**src/rtl/icache_invalidator_if.sv**
```systemverilog
// ---------------------------------------------------------------------------
// icache_invalidator_if
//
// Bundle between the invalidation sequencer, its requester (fetch/cache
// controller) and the wide invalidate port of the I-cache valid-bit RAM.
//
// Request handshake: a request (fence_req or line_req) is accepted on a
// rising clock edge where the request is high and req_ready is high. The
// requester holds its request until it sees req_ready; requests seen while
// req_ready is low are ignored, not queued.
//
// Signals:
//   fence_req   requester -> sequencer  full-cache sweep request
//   line_req    requester -> sequencer  single-entry invalidation request
//   line_addr   requester -> sequencer  entry index for line_req
//   req_ready   sequencer -> requester  high only while idle
//   busy        sequencer -> requester  high while a sequence runs
//   done        sequencer -> requester  one-cycle completion pulse
//   ien         sequencer -> RAM        invalidate-port enable
//   invalidate  sequencer -> RAM        invalidate-port write enable
//   iaddr       sequencer -> RAM        row index
//   idata       sequencer -> RAM        row write data
//   dummy_data  RAM -> sequencer        registered row read-back
//
// Modports: slave is the sequencer's view, master is the environment's view
// (requester plus valid RAM).
// ---------------------------------------------------------------------------
interface icache_invalidator_if #(
  parameter int ADDR_WIDTH            = 6,
  parameter int INVALIDATE_WIDTH_BITS = 6,
  parameter int INVALIDATE_ADDR_WIDTH = 1
);
  logic                                fence_req;
  logic                                line_req;
  logic [ADDR_WIDTH-1:0]               line_addr;
  logic                                req_ready;
  logic                                busy;
  logic                                done;
  logic                                ien;
  logic                                invalidate;
  logic [INVALIDATE_ADDR_WIDTH-1:0]    iaddr;
  logic [2**INVALIDATE_WIDTH_BITS-1:0] idata;
  logic [2**INVALIDATE_WIDTH_BITS-1:0] dummy_data;

  modport slave (
    input  fence_req, line_req, line_addr, dummy_data,
    output req_ready, busy, done, ien, invalidate, iaddr, idata
  );

  modport master (
    output fence_req, line_req, line_addr, dummy_data,
    input  req_ready, busy, done, ien, invalidate, iaddr, idata
  );
endinterface

```
**src/rtl/icache_invalidator.sv**
```systemverilog
// ---------------------------------------------------------------------------
// icache_invalidator
//
// Invalidation sequencer for the I-cache valid-bit RAM. Runs full sweeps
// (fence.i) that zero every invalidate-port row, and single-entry
// invalidations done as a read-modify-write of one row.
//
// Ports:
//   clock        rising-edge clock
//   reset        synchronous, active-high
//   bus          icache_invalidator_if.slave (request handshake + RAM port)
//   o_dbg_state  current FSM state (IDLE=0, SWEEP=1, LREAD=2, LWRITE=3,
//                DONE=4)
//
// Optional feature macro: ICACHE_INVALIDATOR_RESET_SWEEP_EN
//   defined   -> reset enters SWEEP at row 0, so leaving reset clears the
//                whole valid RAM (which has no reset of its own)
//   undefined -> reset enters IDLE
// ---------------------------------------------------------------------------
module icache_invalidator #(
  parameter int DATA_WIDTH_BITS       = 1,
  parameter int ADDR_WIDTH            = 6,
  parameter int INVALIDATE_WIDTH_BITS = 6,
  parameter int INVALIDATE_ADDR_WIDTH = 1
) (
  input  logic                  clock,
  input  logic                  reset,
  icache_invalidator_if.slave   bus,
  output logic [2:0]            o_dbg_state
);

  localparam int ROW_W  = 2**INVALIDATE_WIDTH_BITS;
  localparam int ENT_W  = 2**DATA_WIDTH_BITS;
  localparam int SLOT_W = ADDR_WIDTH - INVALIDATE_ADDR_WIDTH;
  localparam logic [INVALIDATE_ADDR_WIDTH-1:0] LAST_ROW = {INVALIDATE_ADDR_WIDTH{1'b1}};

  typedef enum logic [2:0] {
    S_IDLE   = 3'd0,
    S_SWEEP  = 3'd1,
    S_LREAD  = 3'd2,
    S_LWRITE = 3'd3,
    S_DONE   = 3'd4
  } state_t;

  state_t                           r_state;
  logic [INVALIDATE_ADDR_WIDTH-1:0] r_counter;
  logic [INVALIDATE_ADDR_WIDTH-1:0] r_iaddr;
  logic [ROW_W-1:0]                 r_mask;   // ones over the slot being cleared
  logic                             r_merge;  // high exactly in LWRITE
  logic                             r_ien;
  logic                             r_inv;
  logic                             r_done;
  logic                             r_busy;
  logic                             r_ready;

  logic [SLOT_W-1:0]                w_slot;
  logic [INVALIDATE_ADDR_WIDTH-1:0] w_row;
  logic [ROW_W-1:0]                 w_slot_mask;

  assign w_row       = bus.line_addr[ADDR_WIDTH-1 -: INVALIDATE_ADDR_WIDTH];
  assign w_slot      = bus.line_addr[SLOT_W-1:0];
  assign w_slot_mask = ROW_W'({ENT_W{1'b1}}) << (w_slot * ENT_W);

  always_ff @(posedge clock) begin
    if (reset) begin
`ifdef ICACHE_INVALIDATOR_RESET_SWEEP_EN
      r_state <= S_SWEEP;
      r_ien   <= 1'b1;
      r_inv   <= 1'b1;
      r_busy  <= 1'b1;
      r_ready <= 1'b0;
`else
      r_state <= S_IDLE;
      r_ien   <= 1'b0;
      r_inv   <= 1'b0;
      r_busy  <= 1'b0;
      r_ready <= 1'b1;
`endif
      r_counter <= '0;
      r_iaddr   <= '0;
      r_mask    <= '0;
      r_merge   <= 1'b0;
      r_done    <= 1'b0;
    end else begin
      case (r_state)
        S_IDLE: begin
          // fence wins a tie; the sweep also covers any concurrent line request
          if (bus.fence_req) begin
            r_state   <= S_SWEEP;
            r_counter <= '0;
            r_iaddr   <= '0;
            r_ien     <= 1'b1;
            r_inv     <= 1'b1;
            r_busy    <= 1'b1;
            r_ready   <= 1'b0;
          end else if (bus.line_req) begin
            r_state <= S_LREAD;
            r_iaddr <= w_row;
            r_mask  <= w_slot_mask;
            r_ien   <= 1'b1;
            r_inv   <= 1'b0;
            r_busy  <= 1'b1;
            r_ready <= 1'b0;
          end
        end
        S_SWEEP: begin
          if (r_counter == LAST_ROW) begin
            r_state <= S_DONE;
            r_ien   <= 1'b0;
            r_inv   <= 1'b0;
            r_iaddr <= '0;
            r_done  <= 1'b1;
          end else begin
            r_counter <= r_counter + 1'b1;
            r_iaddr   <= r_counter + 1'b1;
          end
        end
        S_LREAD: begin
          r_state <= S_LWRITE;
          r_inv   <= 1'b1;
          r_merge <= 1'b1;
        end
        S_LWRITE: begin
          r_state <= S_DONE;
          r_ien   <= 1'b0;
          r_inv   <= 1'b0;
          r_iaddr <= '0;
          r_merge <= 1'b0;
          r_done  <= 1'b1;
        end
        S_DONE: begin
          r_state <= S_IDLE;
          r_done  <= 1'b0;
          r_busy  <= 1'b0;
          r_ready <= 1'b1;
        end
        default: begin
          r_state <= S_IDLE;
          r_ien   <= 1'b0;
          r_inv   <= 1'b0;
          r_iaddr <= '0;
          r_merge <= 1'b0;
          r_done  <= 1'b0;
          r_busy  <= 1'b0;
          r_ready <= 1'b1;
        end
      endcase
    end
  end

  // The RAM read-back only becomes valid in the LWRITE cycle, so the merge
  // is gated straight from the RAM's output register; every other port
  // output comes from a flop in this module.
  assign bus.idata      = r_merge ? (bus.dummy_data & ~r_mask) : '0;
  assign bus.ien        = r_ien;
  assign bus.invalidate = r_inv;
  assign bus.iaddr      = r_iaddr;
  assign bus.done       = r_done;
  assign bus.busy       = r_busy;
  assign bus.req_ready  = r_ready;
  assign o_dbg_state    = r_state;

endmodule

```
**src/flat_wrapper.sv**
```systemverilog
// flat-port wrapper written by rule: the top's interface ports become plain ports
module icache_invalidator_flat 
#(
  parameter int DATA_WIDTH_BITS       = 1,
  parameter int ADDR_WIDTH            = 6,
  parameter int INVALIDATE_WIDTH_BITS = 6,
  parameter int INVALIDATE_ADDR_WIDTH = 1
)
  (clock, reset, o_dbg_state, bus_fence_req, bus_line_req, bus_line_addr, bus_dummy_data, bus_req_ready, bus_busy, bus_done, bus_ien, bus_invalidate, bus_iaddr, bus_idata);
  icache_invalidator_if #(.ADDR_WIDTH(ADDR_WIDTH), .INVALIDATE_WIDTH_BITS(INVALIDATE_WIDTH_BITS), .INVALIDATE_ADDR_WIDTH(INVALIDATE_ADDR_WIDTH)) bus_i ();
  input  logic clock;
  input  logic reset;
  output logic [2:0] o_dbg_state;
  input wire logic [$bits(bus_i.fence_req)-1:0] bus_fence_req;
  input wire logic [$bits(bus_i.line_req)-1:0] bus_line_req;
  input wire logic [$bits(bus_i.line_addr)-1:0] bus_line_addr;
  input wire logic [$bits(bus_i.dummy_data)-1:0] bus_dummy_data;
  output wire logic [$bits(bus_i.req_ready)-1:0] bus_req_ready;
  output wire logic [$bits(bus_i.busy)-1:0] bus_busy;
  output wire logic [$bits(bus_i.done)-1:0] bus_done;
  output wire logic [$bits(bus_i.ien)-1:0] bus_ien;
  output wire logic [$bits(bus_i.invalidate)-1:0] bus_invalidate;
  output wire logic [$bits(bus_i.iaddr)-1:0] bus_iaddr;
  output wire logic [$bits(bus_i.idata)-1:0] bus_idata;
  assign bus_i.fence_req = bus_fence_req;
  assign bus_i.line_req = bus_line_req;
  assign bus_i.line_addr = bus_line_addr;
  assign bus_i.dummy_data = bus_dummy_data;
  assign bus_req_ready = bus_i.req_ready;
  assign bus_busy = bus_i.busy;
  assign bus_done = bus_i.done;
  assign bus_ien = bus_i.ien;
  assign bus_invalidate = bus_i.invalidate;
  assign bus_iaddr = bus_i.iaddr;
  assign bus_idata = bus_i.idata;
  icache_invalidator #(.DATA_WIDTH_BITS(DATA_WIDTH_BITS), .ADDR_WIDTH(ADDR_WIDTH), .INVALIDATE_WIDTH_BITS(INVALIDATE_WIDTH_BITS), .INVALIDATE_ADDR_WIDTH(INVALIDATE_ADDR_WIDTH)) u_core (.clock(clock), .reset(reset), .bus(bus_i), .o_dbg_state(o_dbg_state));
endmodule
```
**config.mk**
```make
export PLATFORM = sky130hd
export DESIGN_NAME = icache_invalidator_flat
export DESIGN_NICKNAME = d
export VERILOG_FILES = /design/src/rtl/icache_invalidator_if.sv /design/src/rtl/icache_invalidator.sv /design/src/flat_wrapper.sv
export SDC_FILE = /design/constraint.sdc
export NUM_CORES = 1
export LEC_CHECK = 0
export BUFFER_PORTS_ARGS = -buffer_cell sky130_fd_sc_hd__buf_2
export CORE_ASPECT_RATIO = 0.5
export CORE_MARGIN = 2
export CORE_UTILIZATION = 40
export DETAILED_ROUTE_END_ITERATION = 10
export PLACE_DENSITY = 0.74
export SETUP_SLACK_MARGIN = 0.02
export SLEW_MARGIN = 20
export SYNTH_ARGS = -nofsm -noshare
export SYNTH_HDL_FRONTEND = slang
export SYNTH_SLANG_ARGS = --single-unit
```
**constraint.sdc**
```tcl
create_clock -name clock -period 2.3 [get_ports clock]
set_input_delay 0.345 -clock clock [delete_from_list [all_inputs] [get_ports clock]]
set_output_delay 0.345 -clock clock [all_outputs]
set_load 0.03 [all_outputs]
```
==> run metrics <==
initial antenna violation count 0; post-DR vias/cell 5.119; total wire length 6598 um; Starting Density 41.22%; Synth top area share 34.49%; crit path DAT 1460 ps; Period minus WS final 1806 ps; depth of the CTS H-tree 2; WL/cell 12.86 um; Worst EP required 1960 ps; Leak 1.719 nW; Slew @ Worst Pin 616.1 ps; largest cells by area after synthesis dfxtp_1 34%, and3b_1 24%, nand4_1 8.0%; GRT Total Usage 18.59%; largest area contributor in the netlist dfxtp_1; status completed; CTS Sinks 43; Clock Skew 5.535 ps; I/O pin cnt 147; min-delay src u_core.bus.done; Syn Inst Count 298; # port buffers 146; core area 6056 um^2; filler instances 593; hold path depth 2; Worst-Skew Late Latency 290 ps; Overflow after GRT 0; num rows 20; Hold WC Path Type flop to flop; RSZ-0062 raised after global routing false; Worst path slowest cell buf_4; Inserted Clock Buffers 5; period utilisation layout 78.50%; pin count of the biggest net entering global routing 65; Synth Area per Inst 8.376 um^2; Hold Path End u_core.bus.done; Switch Pwr 1.073 mW; CP cell instances buf_4 > and3b_1 > buf_2; PwrDens 774.2 nW/um^2; hold slack 462.2 ps; Largest stage delay, worst path 400 ps; routed vias 2626; RR Endpoint u_core.r_mask[3]; count of warnings emitted by yosys 0; hpwl dp 4763 um; #FFs+latches synth 43; Seq pwr share 32.3%; Final Max Tran Viols 0; RR Startpoint u_core.o_dbg_state[0]; Hold Violations, Final 0; Internal 1.533 mW; critical path capture point type output pin; Total Nets Final 498; DRC errors left 0; Detail Route Antenna Nets 0; # diodes 0; starting DRC count in detailed routing 122; CTS Hold Bufs 0; Reg clk slew, reported paths 60 ps; Die Span Y 59.86 um; combinational share of power 41.4%; Final TNS setup 0 ps; CTS Root Cell clkbuf_16; Synth top cells by count 67 x and3b_1, 43 x dfxtp_1, 35 x a21oi_1; Worst Path Max Fanout 64; Clock power frac 26.3%; Post-Syn Nets 372; clk buf depth 2; Sw Ratio 41.18%; share of flip-flops with an asynchronous set or reset 0%; critical path class flop to output pin; register area share after synthesis 34.49%; Netlist Area Pre-Place 2496 um^2; WP buf/inv 2; final setup fails 0; area grow syn2layout 34.84%; Post-CTS Resized 0; Post-synth EDFFs 0; postcts setup bufs 0; Worst Reg-to-Reg Cells 4; Top Family by Delay on Critical Path buffers and inverters; TritonCTS clock tree yes; Worst slew margin 58.84%; crit path launch type flop; fmax 553.9 MHz; Finished Core Util 55.58%; first-pass GRT wire length 10320 um; Synth cell types 37; number of global-route vias before repair 2219; count leader, synth and3b_1; # Max-Cap Violations 0; RD Place Congestion 0.8094; share of cells above drive strength 1 38.82%; Die X 115.7 um; DR pass1 iterations 4; reg-to-reg slack, setup 730 ps; Die ar. 6927 um^2; maximum vdd drop 0.3989 mV; ys flop type dfxtp_1
==> power by group through the flow <==
| stage | Combinational [mW] | Clock [mW] | Sequential, mW |
|---|---|---|---|
| floorplan | 0.770 | 0 | 0.883 |
| global placement | 1.07 | 0 | 0.854 |
| detailed placement | 1.08 | 0 | 0.856 |
| CTS | 1.08 | 0.696 | 0.840 |
| global route | 1.17 | 0.725 | 0.850 |
| finish | 1.08 | 0.684 | 0.842 |
==> sequential cells by signal, summed over array words and instances (netlist names) <==
register               cells
u_core.bus.busy            1
u_core.bus.done            1
u_core.bus.iaddr           1
u_core.bus.ien             1
u_core.bus.invalidate      1
u_core.bus.req_ready       1
u_core.o_dbg_state         3
u_core.r_counter           1
u_core.r_mask             32
u_core.r_merge             1
==> cells by family (layout without fill, tap and decap cells) <==
kind of cell	after synthesis	count (layout)	share of synthesized area (%)
AO/OA/AOI/OAI	84	84	18.40
buffers and inverters	36	163	6.867
flip-flops	43	43	34.49
AND/OR/NAND/NOR	135	135	40.25
==> final cells by class <==
| cell class | count | area, um^2 | share of cell area, % |
|---|---|---|---|
| clock buffers | 6 | 128.9 | 3.829 |
| multi-input cells | 219 | 1470 | 43.68 |
| well taps | 88 | 110.1 | 3.271 |
| repair buffers | 151 | 768.2 | 22.83 |
| flip-flops and latches | 43 | 860.8 | 25.58 |
| inverters | 4 | 15.01 | 0.4461 |
| clock inverters | 2 | 12.51 | 0.3717 |
==> metal layers <==
metal / share of wire [%] / track usage, %
met1: 47 / 24.82
met2: 47 / 31.24
met3: 5.0 / 3.753
met4: 0.56 / 4.762
met5: 0 / 0
==> worst max path at each step <==
| stage | from | endpoint | slack, ps | cells past startpoint |
|---|---|---|---|---|
| 2_1_floorplan | u_core.r_merge | bus_idata[51] | 830 | 3 |
| 3_3_place_gp | u_core.r_merge | bus_idata[46] | 830 | 3 |
| 3_5_place_dp | u_core.o_dbg_state[1] | u_core.r_mask[31] | 760 | 3 |
| 4_1_cts | u_core.r_merge | bus_idata[59] | 490 | 3 |
| 5_1_grt | u_core.r_merge | bus_idata[2] | 370 | 3 |
| 6_report | u_core.r_merge | bus_idata[21] | 490 | 3 |
==> placed cells by master, fill, tap and decap left out, drive strengths merged, types with 4 or more instances in the layout <==
master,n
dfxtp,43
nor2b,5
and3b,67
buf,151
a21oi,35
nor2,8
nor3b,6
nor3,4
inv,4
clkbuf,6
nand4,32
o21ai,38
==> stage by stage <==
step	total power, mW	setup slack [ps]	area (um^2)	cells
2_1_floorplan	1.652	830.4	2496	298
3_3_place_gp	1.925	827.5	3224	505
3_5_place_dp	1.936	758.2	3224	505
4_1_cts	2.618	493.8	3366	513
5_1_grt	2.744	368.8	3366	513
6_report	2.606	494.5	3366	513
==> worst register-to-register path, cell delays in order (launching register included) <==
cell     delay [ps]
dfxtp_1         680
or2_1           210
buf_4           290
o21ai_0         160
a21oi_1         150
Note: power is estimated with default switching activity, not from simulation.
